File: config.mk
export PLATFORM = sky130hd
export DESIGN_NAME = lcd_timing_gen
export DESIGN_NICKNAME = d
export VERILOG_FILES = /design/src/rtl/lcd_timing_gen.sv
export SDC_FILE = /design/constraint.sdc
export NUM_CORES = 1
export LEC_CHECK = 0
export CORE_MARGIN = 10
export CORE_UTILIZATION = 57
export DETAILED_ROUTE_END_ITERATION = 8
export HOLD_SLACK_MARGIN = 0.12
export PLACE_DENSITY = 0.86
export SETUP_SLACK_MARGIN = 0.4
export SYNTH_ARGS = -nofsm -noshare
export SYNTH_HDL_FRONTEND = slang
export SYNTH_SLANG_ARGS = --single-unit
File: constraint.sdc
create_clock -name clk -period 7.35 [get_ports clk]
set_input_delay 1.47 -clock clk [delete_from_list [all_inputs] [get_ports clk]]
set_output_delay 1.47 -clock clk [all_outputs]
set_load 0.02 [all_outputs]
File: src/rtl/lcd_timing_gen.sv
// Raster timing generator for the LVDS LCD path: hsync/vsync/de and pixel coordinates,
// with an enable handshake that only ever stops on a whole-frame boundary.
module lcd_timing_gen #(
  parameter int H_ACTIVE        = 1366,
  parameter int H_BLANK         = 169,
  parameter int H_SYNC_START    = 0,
  parameter int H_SYNC_LEN      = 169,
  parameter int V_ACTIVE        = 768,
  parameter int V_BLANK         = 12,
  parameter int V_SYNC_START    = 0,
  parameter int V_SYNC_LEN      = 12,
  parameter bit SYNC_ACTIVE_LOW = 1'b1
) (
  input  logic        clk,
  input  logic        rst_n,
  input  logic        enable,
  output logic        running,
  output logic        hsync,
  output logic        vsync,
  output logic        de,
  output logic [10:0] pos_x,
  output logic [10:0] pos_y,
  output logic        line_start,
  output logic        frame_start,
  output logic [7:0]  frame_count
);

  localparam int H_TOTAL = H_ACTIVE + H_BLANK;
  localparam int V_TOTAL = V_ACTIVE + V_BLANK;
  localparam logic [10:0] H_LAST = 11'(H_TOTAL - 1);
  localparam logic [10:0] V_LAST = 11'(V_TOTAL - 1);
  // 12-bit bounds so a window ending exactly at 2048 still compares correctly
  localparam logic [11:0] H_ACT  = 12'(H_ACTIVE);
  localparam logic [11:0] V_ACT  = 12'(V_ACTIVE);
  localparam logic [11:0] HS_BEG = 12'(H_ACTIVE + H_SYNC_START);
  localparam logic [11:0] HS_END = 12'(H_ACTIVE + H_SYNC_START + H_SYNC_LEN);
  localparam logic [11:0] VS_BEG = 12'(V_ACTIVE + V_SYNC_START);
  localparam logic [11:0] VS_END = 12'(V_ACTIVE + V_SYNC_START + V_SYNC_LEN);

  typedef enum logic [1:0] {
    S_IDLE  = 2'd0,
    S_RUN   = 2'd1,
    S_DRAIN = 2'd2
  } state_t;

  state_t      r_state;
  state_t      w_state_nxt;
  logic        w_last;
  logic [10:0] w_x_nxt;
  logic [10:0] w_y_nxt;
  logic        w_run_nxt;
  logic        w_de_nxt;
  logic        w_hs_act;
  logic        w_vs_act;
  logic        w_ls_nxt;
  logic        w_fs_nxt;

  assign w_last = (pos_x == H_LAST) && (pos_y == V_LAST);

  always_ff @(posedge clk or negedge rst_n) begin
    if (!rst_n) r_state <= S_IDLE;
    else        r_state <= w_state_nxt;
  end

  // Dropping enable only arms the stop; the stop itself happens on the last pixel
  always_comb begin
    w_state_nxt = r_state;
    case (r_state)
      S_IDLE:  if (enable) w_state_nxt = S_RUN;
      S_RUN:   if (!enable) w_state_nxt = S_DRAIN;
      S_DRAIN: begin
        if (enable)      w_state_nxt = S_RUN;
        else if (w_last) w_state_nxt = S_IDLE;
      end
      default: w_state_nxt = S_IDLE;
    endcase
  end

  // Outputs are computed for the position shown next cycle, then registered together
  always_comb begin
    w_x_nxt = '0;
    w_y_nxt = '0;
    if (r_state != S_IDLE && w_state_nxt != S_IDLE) begin
      if (pos_x == H_LAST) begin
        w_x_nxt = '0;
        w_y_nxt = (pos_y == V_LAST) ? 11'd0 : pos_y + 11'd1;
      end else begin
        w_x_nxt = pos_x + 11'd1;
        w_y_nxt = pos_y;
      end
    end
    w_run_nxt = (w_state_nxt != S_IDLE);
    w_de_nxt  = w_run_nxt && ({1'b0, w_x_nxt} < H_ACT) && ({1'b0, w_y_nxt} < V_ACT);
    w_hs_act  = w_run_nxt && ({1'b0, w_x_nxt} >= HS_BEG) && ({1'b0, w_x_nxt} < HS_END);
    w_vs_act  = w_run_nxt && ({1'b0, w_y_nxt} >= VS_BEG) && ({1'b0, w_y_nxt} < VS_END);
    w_ls_nxt  = w_run_nxt && (w_x_nxt == 11'd0);
    w_fs_nxt  = w_ls_nxt && (w_y_nxt == 11'd0);
  end

  always_ff @(posedge clk or negedge rst_n) begin
    if (!rst_n) begin
      running     <= 1'b0;
      hsync       <= SYNC_ACTIVE_LOW;
      vsync       <= SYNC_ACTIVE_LOW;
      de          <= 1'b0;
      pos_x       <= '0;
      pos_y       <= '0;
      line_start  <= 1'b0;
      frame_start <= 1'b0;
      frame_count <= '0;
    end else begin
      running     <= w_run_nxt;
      hsync       <= w_hs_act ^ SYNC_ACTIVE_LOW;
      vsync       <= w_vs_act ^ SYNC_ACTIVE_LOW;
      de          <= w_de_nxt;
      pos_x       <= w_x_nxt;
      pos_y       <= w_y_nxt;
      line_start  <= w_ls_nxt;
      frame_start <= w_fs_nxt;
      if (w_fs_nxt) frame_count <= frame_count + 8'd1;
    end
  end

endmodule
==> reports/results.tsv, run 1 <==
stage	metric	value	unit
route	wirelength	5810	um
worst_setup_path	cp_max_fo	8	
worst_setup_path	critPathKind	input port to flop	
hold_path	hold_depth	1	
timing	slew_headroom	45.6	%
timing	fin_skew	0.00672	ns
yosys	netlist_instances	250	
route	wl_per_cell	17.4	um
timing	final.period_utilization	43.0	%
timing	worstMarginPinSlew	0.816	ns
hold_path	holdPathEnd	frame_count[7]$_DFFE_PN0P_	
hold_path	min_from	frame_count[7]$_DFFE_PN0P_	
die	rows	23	
yosys	synth_top_area_share	38.1	%
timing	holdWs	0.473	ns
outcome	status	finished, final reports clean	
timing	max_freq	0.316	GHz
yosys	yosysUniqueCellTypes	64	
yosys	yosysSeqAreaShare	40.4	%
yosys	ys_top_cells_by_area	dfrtp_1 (38%), xnor2_1 (6.3%), nor2_1 (4.6%), nand3_1 (3.0%), nand4_1 (2.9%)	
route	drc	0	
yosys	synth_edf_count	0	
worst_setup_path	worstPathRequired	7.53	ns
timing	setup_ws	4.19	ns
timing	finalHoldViolations	0	
final_layout	antenna_cells	0	
clocking	cts_resized	0	
timing	setup_viol	0	
clocking	cts_tree	done	
timing	tns	0	ns
timing	rsz0062_at_grt	false	
clocking	cts_buffer_depth	2	
placed_design	gp_congestion	0.920	
route	ant_nets	0	
yosys	syn_area	2360	um2
yosys	syn-num-nets	257	
worst_setup_path	cp.arrival	3.35	ns
clocking	clock-sinks	38	
yosys	ys_warn_count	0	
die	die_x	84.4	um
global_routing	grt_max_degree	39	
worst_setup_path	cp-start-kind	input port	
clocking	htree_levels	2	
die	pin_count	39	
worst_setup_path	startpoint	enable	
die	start_util	59.1	%
timing	min_period	3.16	ns
global_routing	gr-usage-all-layers	16.8	%
placed_design	dp_slack	3.88	ns
worst_setup_path	r2r-start	pos_x[3]$_DFF_PN0_	
route	vias	2046	
worst_setup_path	regToRegSetupSlack	4.47	ns
final_layout	drive_above_1_share	11.3	%
final_layout	nFillCells	325	
pwr	irDropWorstVdd	0.168	mV
clocking	path_clk_slew	0.08	ns
worst_setup_path	r2r_cells	7	
hold_path	hp-class	flop to flop	
job	maxCapViolCount	0	
timing	slew_viol_final	0	
route	first_pass_iters	4	
clocking	hold_buffers	0	
die	core	4000	um2
global_routing	grt_pass1_vias	1957	
clocking	clk_latency	0.29	ns
yosys	ys_ff_latch	38	
global_routing	grt_first_pass_wirelength	10000	um
pwr	leakagePower	1.10	nW
route	drt-initial-drc-count	187	
yosys	async_reset_ff_share	100	%
pwr	power_density	197	nW/um2
final_layout	final_nets	290	
global_routing	grt_overflow_total	0	
route	vias_per_cell	6.13	
yosys	synthFlopType	dfrtp_1	
placed_design	port_buffers	38	
placed_design	place_hpwl	4260	um
worst_setup_path	reg2reg_to	frame_count[1]$_DFFE_PN0P_	
clocking	clockRootBuffer	clkbuf_8	
yosys	synth_top_area_cell	dfrtp_1	
worst_setup_path	end_kind	flop	
clocking	post_cts_buffers	0	
global_routing	antenna_found_initial	0	
yosys	avgSynthCellArea	9.45	um2
final_layout	syn_to_final_growth	19.1	%
clocking	cts_buffers	5	
die	dieHeight	84.4	um
die	die_area	7120	um2
area by class of cell:
type | count | area (um2) | share of cell area, %
clock buffer | 6 | 82.6 | 2.93
clock inverter | 2 | 12.5 | 0.445
sequential | 38 | 953 | 33.9
tap | 50 | 62.6 | 2.22
multi-input combinational | 192 | 1290 | 46.0
timing repair buffer | 39 | 383 | 13.6
inverter | 7 | 26.3 | 0.934
per-layer routing:
layer	global-route usage, %	wire (um)
met5	0	0
met4	6.29	99
met3	5.80	391
met2	25.6	2790
met1	21.5	2530
power by group:
group          leakage (nW)  internal, mW  switching, mW
combinational         0.555        0.0690         0.0762
sequential            0.501         0.231         0.0270
clock                0.0472        0.0754         0.0770
cells by family after synthesis:
group	count (synthesis)	synth area share [%]
muxes	1	0.635
adders and majority gates	4	2.12
and+or+nand+nor	116	28.5
AOI/OAI and AO/OA	47	14.6
xor gates and xnor gates	24	8.90
DFF	38	40.4
buffers and inverters	20	4.87
state kept, by name, summed over array words and instances (netlist names):
signal       flops
line_start       1
vsync            1
frame_start      1
running          1
de               1
pos_x           11
pos_y           11
frame_count      8
hsync            1
r_state          2
synthesized netlist by cell type, types with 2 or more instances:
| master | n |
|---|---|
| nand3b_1 | 3 |
| nor2b_1 | 2 |
| xor2_1 | 7 |
| buf_2 | 5 |
| o31ai_1 | 2 |
| nor4_1 | 8 |
| clkbuf_1 | 2 |
| o2bb2ai_1 | 2 |
| a311oi_1 | 2 |
| nand4_1 | 11 |
| or2_2 | 2 |
| inv_1 | 7 |
| xnor2_1 | 17 |
| a31o_1 | 2 |
| or3_1 | 2 |
| a31oi_1 | 2 |
| and2_1 | 2 |
| o21ai_0 | 10 |
| and4_1 | 2 |
| ha_1 | 4 |
| a22oi_1 | 2 |
| dfstp_2 | 2 |
| a31o_2 | 2 |
| nand2_1 | 15 |
| and3_1 | 6 |
| nand3_1 | 14 |
| and2b_2 | 2 |
| nor3_1 | 5 |
| dfrtp_1 | 36 |
| a21oi_1 | 10 |
| nor2_1 | 29 |
stage by stage:
| step | cell area (um2) | utilization [%] | std cells | power [mW] |
|---|---|---|---|---|
| 2_1_floorplan | 2360 | - | 250 | 0.340 |
| 3_3_place_gp | 2720 | 68.0 | 326 | 0.401 |
| 3_5_place_dp | 2720 | 68.0 | 326 | 0.408 |
| 4_1_cts | 2810 | 70.3 | 334 | 0.559 |
| 5_1_grt | 2810 | 70.3 | 334 | 0.585 |
| 6_report | 2810 | 70.3 | 334 | 0.555 |
cells in the final DEF, fill, tap and decap left out, drive strengths merged, types with 3 or more instances in the layout:
cell and instances:
clkdlybuf4s50 37, dfrtp 36, nor2 30, xnor2 17
nand2 15, nand3 15, a21oi 12, nand4 11
o21ai 10, nor4 10, inv 7, xor2 7
and3 7, clkbuf 6, nor3 6, ha 4
a31o 4, nand3b 3
worst max-delay path by stage:
stage	to	slack (ns)
final	frame_count[1]$_DFFE_PN0P_	4.19
after global routing	frame_count[1]$_DFFE_PN0P_	4.06
after CTS	frame_count[1]$_DFFE_PN0P_	4.20
after detailed placement	frame_count[1]$_DFFE_PN0P_	3.88
after global placement	frame_count[1]$_DFFE_PN0P_	3.94
after floorplan	frame_count[1]$_DFFE_PN0P_	4.60
worst max-delay path, stage by stage:
cell and delay [ns]:
clkdlybuf4s50_1 0.53, nor2_1 0.09, a31oi_1 0.34, a32oi_2 0.19, a21oi_4 0.29, nand3_4 0.13, mux2_4 0.31
(Power assumes the default switching activity.)
==> run 2, diff against run 1 <==
- CORE_UTILIZATION: 57 -> 48
- PLACE_DENSITY: 0.86 -> 0.77
- clock period: 7.35 -> 2.6 ns (I/O delays scaled with it)
==> run 2 against run 1 <==
Non-clock buffer count grew 42. Sequential cell count unchanged. Via count up 10%. Critical path type is now flop to flop. Largest power group unchanged.
==> reports/results.tsv, run 2 (synthesized netlist as in run 1, its figures left out) <==
stage	metric	value	unit
outcome	status	finished, final reports clean	
pwr	p_total	1.59	mW
timing	setup_ws	0.240	ns
placed_design	gp_congestion	0.909	
route	drc	0	
placed_design	dp_slack	0.0981	ns
global_routing	grt_max_degree	39	
worst_setup_path	r2r_cells	9	
route	vias_per_cell	5.74	
timing	setup_viol	0	
pwr	leakagePower	1.36	nW
final_layout	multi_input_area	1540	um2
final_layout	nFillCells	356	
placed_design	port_buffers	38	
worst_setup_path	crit_family	compound AO/OA/AOI/OAI gates	
die	pin_count	39	
die	rows	25	
final_layout	final_cell_mix	clkdlybuf4s50_1 (37), buf_4 (36), nor2_1 (29)	
worst_setup_path	cpMaxStageDelayCell	dfrtp_2	
final_layout	mostFrequentLayoutCell	clkdlybuf4s50_1	
die	core	4750	um2
worst_setup_path	critPathKind	flop to flop	
route	first_pass_iters	5	
global_routing	grt_overflow_total	0	
worst_setup_path	reg2reg_to	frame_count[1]$_DFFE_PN0P_	
global_routing	antenna_found_initial	0	
global_routing	grt_first_pass_wirelength	10600	um
clocking	clk_latency	0.30	ns
route	wl_per_cell	17.3	um
timing	slew_headroom	42.7	%
timing	tns	0	ns
worst_setup_path	cp-start-kind	flop	
final_layout	antenna_cells	0	
final_layout	final_nets	332	
timing	rsz0062_at_grt	true	
worst_setup_path	cp_max_fo	7	
die	die_x	90.2	um
timing	max_freq	0.424	GHz
global_routing	grt_pass1_vias	2113	
clocking	cts_buffers	5	
timing	slew_viol_final	0	
route	ant_nets	0	
final_layout	reg_top3	pos_x (11), pos_y (11), frame_count (8)	
final_layout	final_util	71.9	%
route	vias	2256	
pwr	irDropWorstVdd	0.396	mV
worst_setup_path	path_buf_inv	1	
die	dieHeight	90.2	um
clocking	htree_levels	2	
timing	final.period_utilization	90.8	%
die	start_util	49.7	%
pwr	power_density	465	nW/um2
die	die_area	8130	um2
hold_path	hp-class	input port to async pin	
clocking	cts_buffer_depth	2	
timing	min_period	2.36	ns
worst_setup_path	regToRegSetupSlack	0.24	ns
worst_setup_path	r2r-start	pos_x[0]$_DFF_PN0_	
clocking	clock-sinks	38	
timing	finalHoldViolations	0	
worst_setup_path	cp_slowest_stage_delay	0.42	ns
final_layout	seqCellArea	966	um2
worst_setup_path	end_kind	flop	
worst_setup_path	path_cells	inv_2, ha_4, nand4b_4, nor3_4, a311oi_1, o211a_4, a31o_4, nand3_4, mux2_4	
clocking	hold_buffers	0	
placed_design	place_hpwl	4460	um
global_routing	gr-usage-all-layers	15.5	%
final_layout	drive_above_1_share	33.4	%
clocking	cts_tree	done	
job	maxCapViolCount	0	
final_layout	syn_to_final_growth	44.8	%
timing	worstMarginPinSlew	0.860	ns
route	drt-initial-drc-count	162	
clocking	path_clk_slew	0.08	ns
clocking	clockRootBuffer	clkbuf_8	
worst_setup_path	cp.arrival	2.54	ns
worst_setup_path	worstPathRequired	2.78	ns
timing	fin_skew	0.0107	ns
route	wirelength	6790	um
[run 2: cell types whose count changed in the layout (fill, tap and decap cells not counted), sizes merged]
| cell | delta |
|---|---|
| clkinvlp | -1 |
| clkbuf | +2 |
| buf | +42 |
| clkinv | -1 |
[run 2: worst max path at each step]
stage                       start  slack, ns  cells past startpoint                         end
6_report       pos_x[0]$_DFF_PN0_       0.24                      9  frame_count[1]$_DFFE_PN0P_
2_1_floorplan  pos_x[0]$_DFF_PN0_       0.25                     10  frame_count[1]$_DFFE_PN0P_
5_1_grt        pos_x[0]$_DFF_PN0_       0.11                      9  frame_count[1]$_DFFE_PN0P_
4_1_cts        pos_x[0]$_DFF_PN0_       0.28                     10  frame_count[1]$_DFFE_PN0P_
3_5_place_dp   pos_y[0]$_DFF_PN0_        0.1                      8  frame_count[1]$_DFFE_PN0P_
3_3_place_gp               enable       0.15                      8  frame_count[7]$_DFFE_PN0P_
[run 2: through the flow]
step | cells | hold slack, ns | area (um2)
detailed placement | 360 | 0.468 | 2930
global route | 393 | 0.388 | 3420
CTS | 382 | 0.369 | 3240
finish | 393 | 0.328 | 3420
global placement | 360 | 0.467 | 2930
floorplan | 250 | 0.224 | 2430
[run 2: power by group]
group          switching [mW]  internal, mW  total [mW]
Sequential             0.0756         0.654       0.729
Combinational           0.230         0.234       0.464
Clock                   0.205         0.191       0.396
Total                   0.511          1.08        1.59
[run 2: routing by layer]
metal | part of all wire [%] | vias to the layer above | wire [um] | global-route usage, %
met5 | 0 | - | 0 | 0
met4 | 1.4 | 0 | 93 | 4.77
met3 | 6.0 | 11 | 409 | 2.99
met2 | 49 | 88 | 3320 | 25.8
met1 | 44 | 1093 | 2970 | 19.9
li1 | - | 1064 | - | -
[run 2: repair_timing]
| item | in CTS | in global routing |
|---|---|---|
| gates cloned | 0 | 1 |
| endpoints found under the setup margin | 12 | 12 |
| pin swaps | 18 | 8 |
| gates resized for setup | 22 | 26 |
| setup buffers | 14 | 10 |
[run 2: layout make-up]
| type | count | share of cell area (%) |
|---|---|---|
| timing repair buffer | 81 | 21.2 |
| inverter | 7 | 0.768 |
| sequential | 38 | 28.2 |
| clock buffer | 8 | 2.34 |
| tap | 67 | 2.45 |
| multi-input combinational | 192 | 45.0 |
==> run 3, diff against run 2 <==
- CORE_ASPECT_RATIO: default -> 1.25
- CORE_UTILIZATION: 48 -> 45
- PLACE_DENSITY: 0.77 -> 0.73
==> run 3 against run 2 <==
Final cell count shrank 1.5%. Register-to-register slack lost 0.02 ns. Hold slack lost 0.012 ns. Critical endpoint unchanged. Combinational power grew 2%. Cell area grew 2.1%. Clock power grew 62%. Core utilization shrank 3.2 points. Routed wire length grew 6.0%. Die area grew 5.4%. Via count grew 2.0%.
==> reports/results.tsv, run 3 (synthesized netlist as in run 1, its figures left out) <==
stage	metric	value	unit
timing	setup_viol	0	
clocking	cts_buffer_depth	2	
final_layout	final_nets	331	
timing	slew_headroom	42.8	%
route	wirelength	7200	um
clocking	cts_tree	done	
timing	slew_viol_final	0	
final_layout	final_cell_mix	clkdlybuf4s50_1 (37), buf_4 (35), nor2_1 (29)	
pwr	p_total	1.85	mW
final_layout	final_util	68.7	%
die	start_util	46.5	%
die	pin_count	39	
global_routing	gr-usage-met2	27.6	%
route	vias_per_cell	5.95	
timing	rsz0062_at_grt	true	
pwr	power_density	529	nW/um2
route	ant_nets	0	
clocking	path_clk_slew	0.09	ns
placed_design	port_buffers	38	
route	first_pass_iters	5	
die	dieHeight	101	um
global_routing	antenna_found_initial	0	
route	wl_per_cell	18.6	um
placed_design	place_hpwl	4700	um
global_routing	grt-busiest-layer	met2	
worst_setup_path	cp-start-kind	flop	
clocking	cts_buffers	5	
worst_setup_path	end_kind	flop	
final_layout	drive_above_1_share	33.8	%
die	core	5080	um2
worst_setup_path	cp_max_fo	6	
hold_path	hp-class	input port to async pin	
final_layout	reg_top3	pos_x (11), pos_y (11), frame_count (8)	
route	drt-initial-drc-count	177	
worst_setup_path	cp.arrival	2.57	ns
global_routing	gr-usage-all-layers	15.4	%
final_layout	mostFrequentLayoutCell	clkdlybuf4s50_1	
timing	final.period_utilization	91.4	%
global_routing	grt_overflow_total	0	
job	maxCapViolCount	0	
global_routing	gr-usage-met1	15.8	%
worst_setup_path	worstPathRequired	2.79	ns
clocking	clockRootBuffer	clkbuf_8	
clocking	clk_latency	0.30	ns
clocking	htree_levels	2	
global_routing	grt_pass1_vias	2291	
final_layout	syn_to_final_growth	47.8	%
clocking	clock-sinks	38	
route	vias	2301	
worst_setup_path	critPathKind	flop to flop	
clocking	hold_buffers	0	
timing	max_freq	0.421	GHz
outcome	status	finished, final reports clean	
pwr	leakagePower	1.42	nW
placed_design	gp_congestion	0.943	
final_layout	nFillCells	368	
pwr	irDropWorstVdd	0.322	mV
final_layout	antenna_cells	0	
timing	tns	0	ns
timing	min_period	2.38	ns
global_routing	grt_use_met3	4.53	%
global_routing	grt_first_pass_wirelength	10900	um
timing	worstMarginPinSlew	0.858	ns
global_routing	grt_max_degree	39	
die	die_x	84.8	um
die	rows	29	
timing	fin_skew	0.0117	ns
timing	finalHoldViolations	0	
route	drc	0	
die	die_area	8570	um2
==> run 3: changes by cell type in the layout (fill, tap and decap cells not counted), sizes merged <==
cell / before / now
clkbuf: 8 / 6
bufinv: 0 / 2
buf: 44 / 43
==> run 3: worst max-delay path, stage by stage, from the launching register on <==
cell	delay, ns
dfrtp_2	0.44
inv_2	0.07
ha_4	0.15
nand4b_4	0.20
a211o_1	0.36
a21oi_2	0.21
o311ai_4	0.13
a21oi_4	0.31
nand3_4	0.11
mux2_4	0.30
==> run 3: worst paths after layout <==
check / to / from / slack, ns / cells after the start
setup reg to reg: frame_count[1]$_DFFE_PN0P_ / pos_x[0]$_DFF_PN0_ / 0.22 / 9
setup / recovery: frame_count[1]$_DFFE_PN0P_ / pos_x[0]$_DFF_PN0_ / 0.22 / 9
hold reg to reg: frame_count[7]$_DFFE_PN0P_ / frame_count[7]$_DFFE_PN0P_ / 0.48 / 1
min in group clk: frame_count[7]$_DFFE_PN0P_ / frame_count[7]$_DFFE_PN0P_ / 0.48 / 1
max in group asynchronous: pos_y[5]$_DFF_PN0_ / rst_n / 1.67 / 1
hold / removal: frame_count[1]$_DFFE_PN0P_ / rst_n / 0.32 / 1
==> run 3: area by class of cell <==
class                           instances  area, um2  area share, %
Multi-Input combinational cell        192       1560           44.7
Clock inverter                          2       60.1           1.72
Timing Repair Buffer                   80        721           20.6
Sequential cell                        38        965           27.6
Clock buffer                            6       82.6           2.36
Tap cell                               62       77.6           2.22
Inverter                                7       26.3          0.752
==> run 3: per-layer routing <==
metal	up-vias	wire length (um)	part of all wire, %
met4	0	325	4.5
li1	1063	-	-
met3	28	366	5.1
met2	82	3940	55
met1	1128	2570	36
met5	-	0	0
==> run 3: through the flow <==
stage          worst slack (ns)  hold WS [ns]  std cells  area (um2)
4_1_cts                   0.141         0.352        375        3240
3_5_place_dp             0.0216         0.469        355        2920
3_3_place_gp             0.0857         0.462        355        2920
5_1_grt                   0.114         0.378        387        3490
6_report                  0.223         0.316        387        3490
2_1_floorplan             0.252         0.224        250        2430
==> run 3: what timing repair did <==
item                       in CTS  in global routing
resized for setup              17                 34
setup endpoints to repair      12                 13
buffers inserted               12                 12
pin swaps                      15                 12
==> run 3: where the power goes <==
part	switching, mW	total (mW)	internal [mW]	leakage (nW)
clock network	0.231	0.641	0.410	0.0714
logic	0.236	0.474	0.238	0.860
registers	0.0773	0.731	0.653	0.487
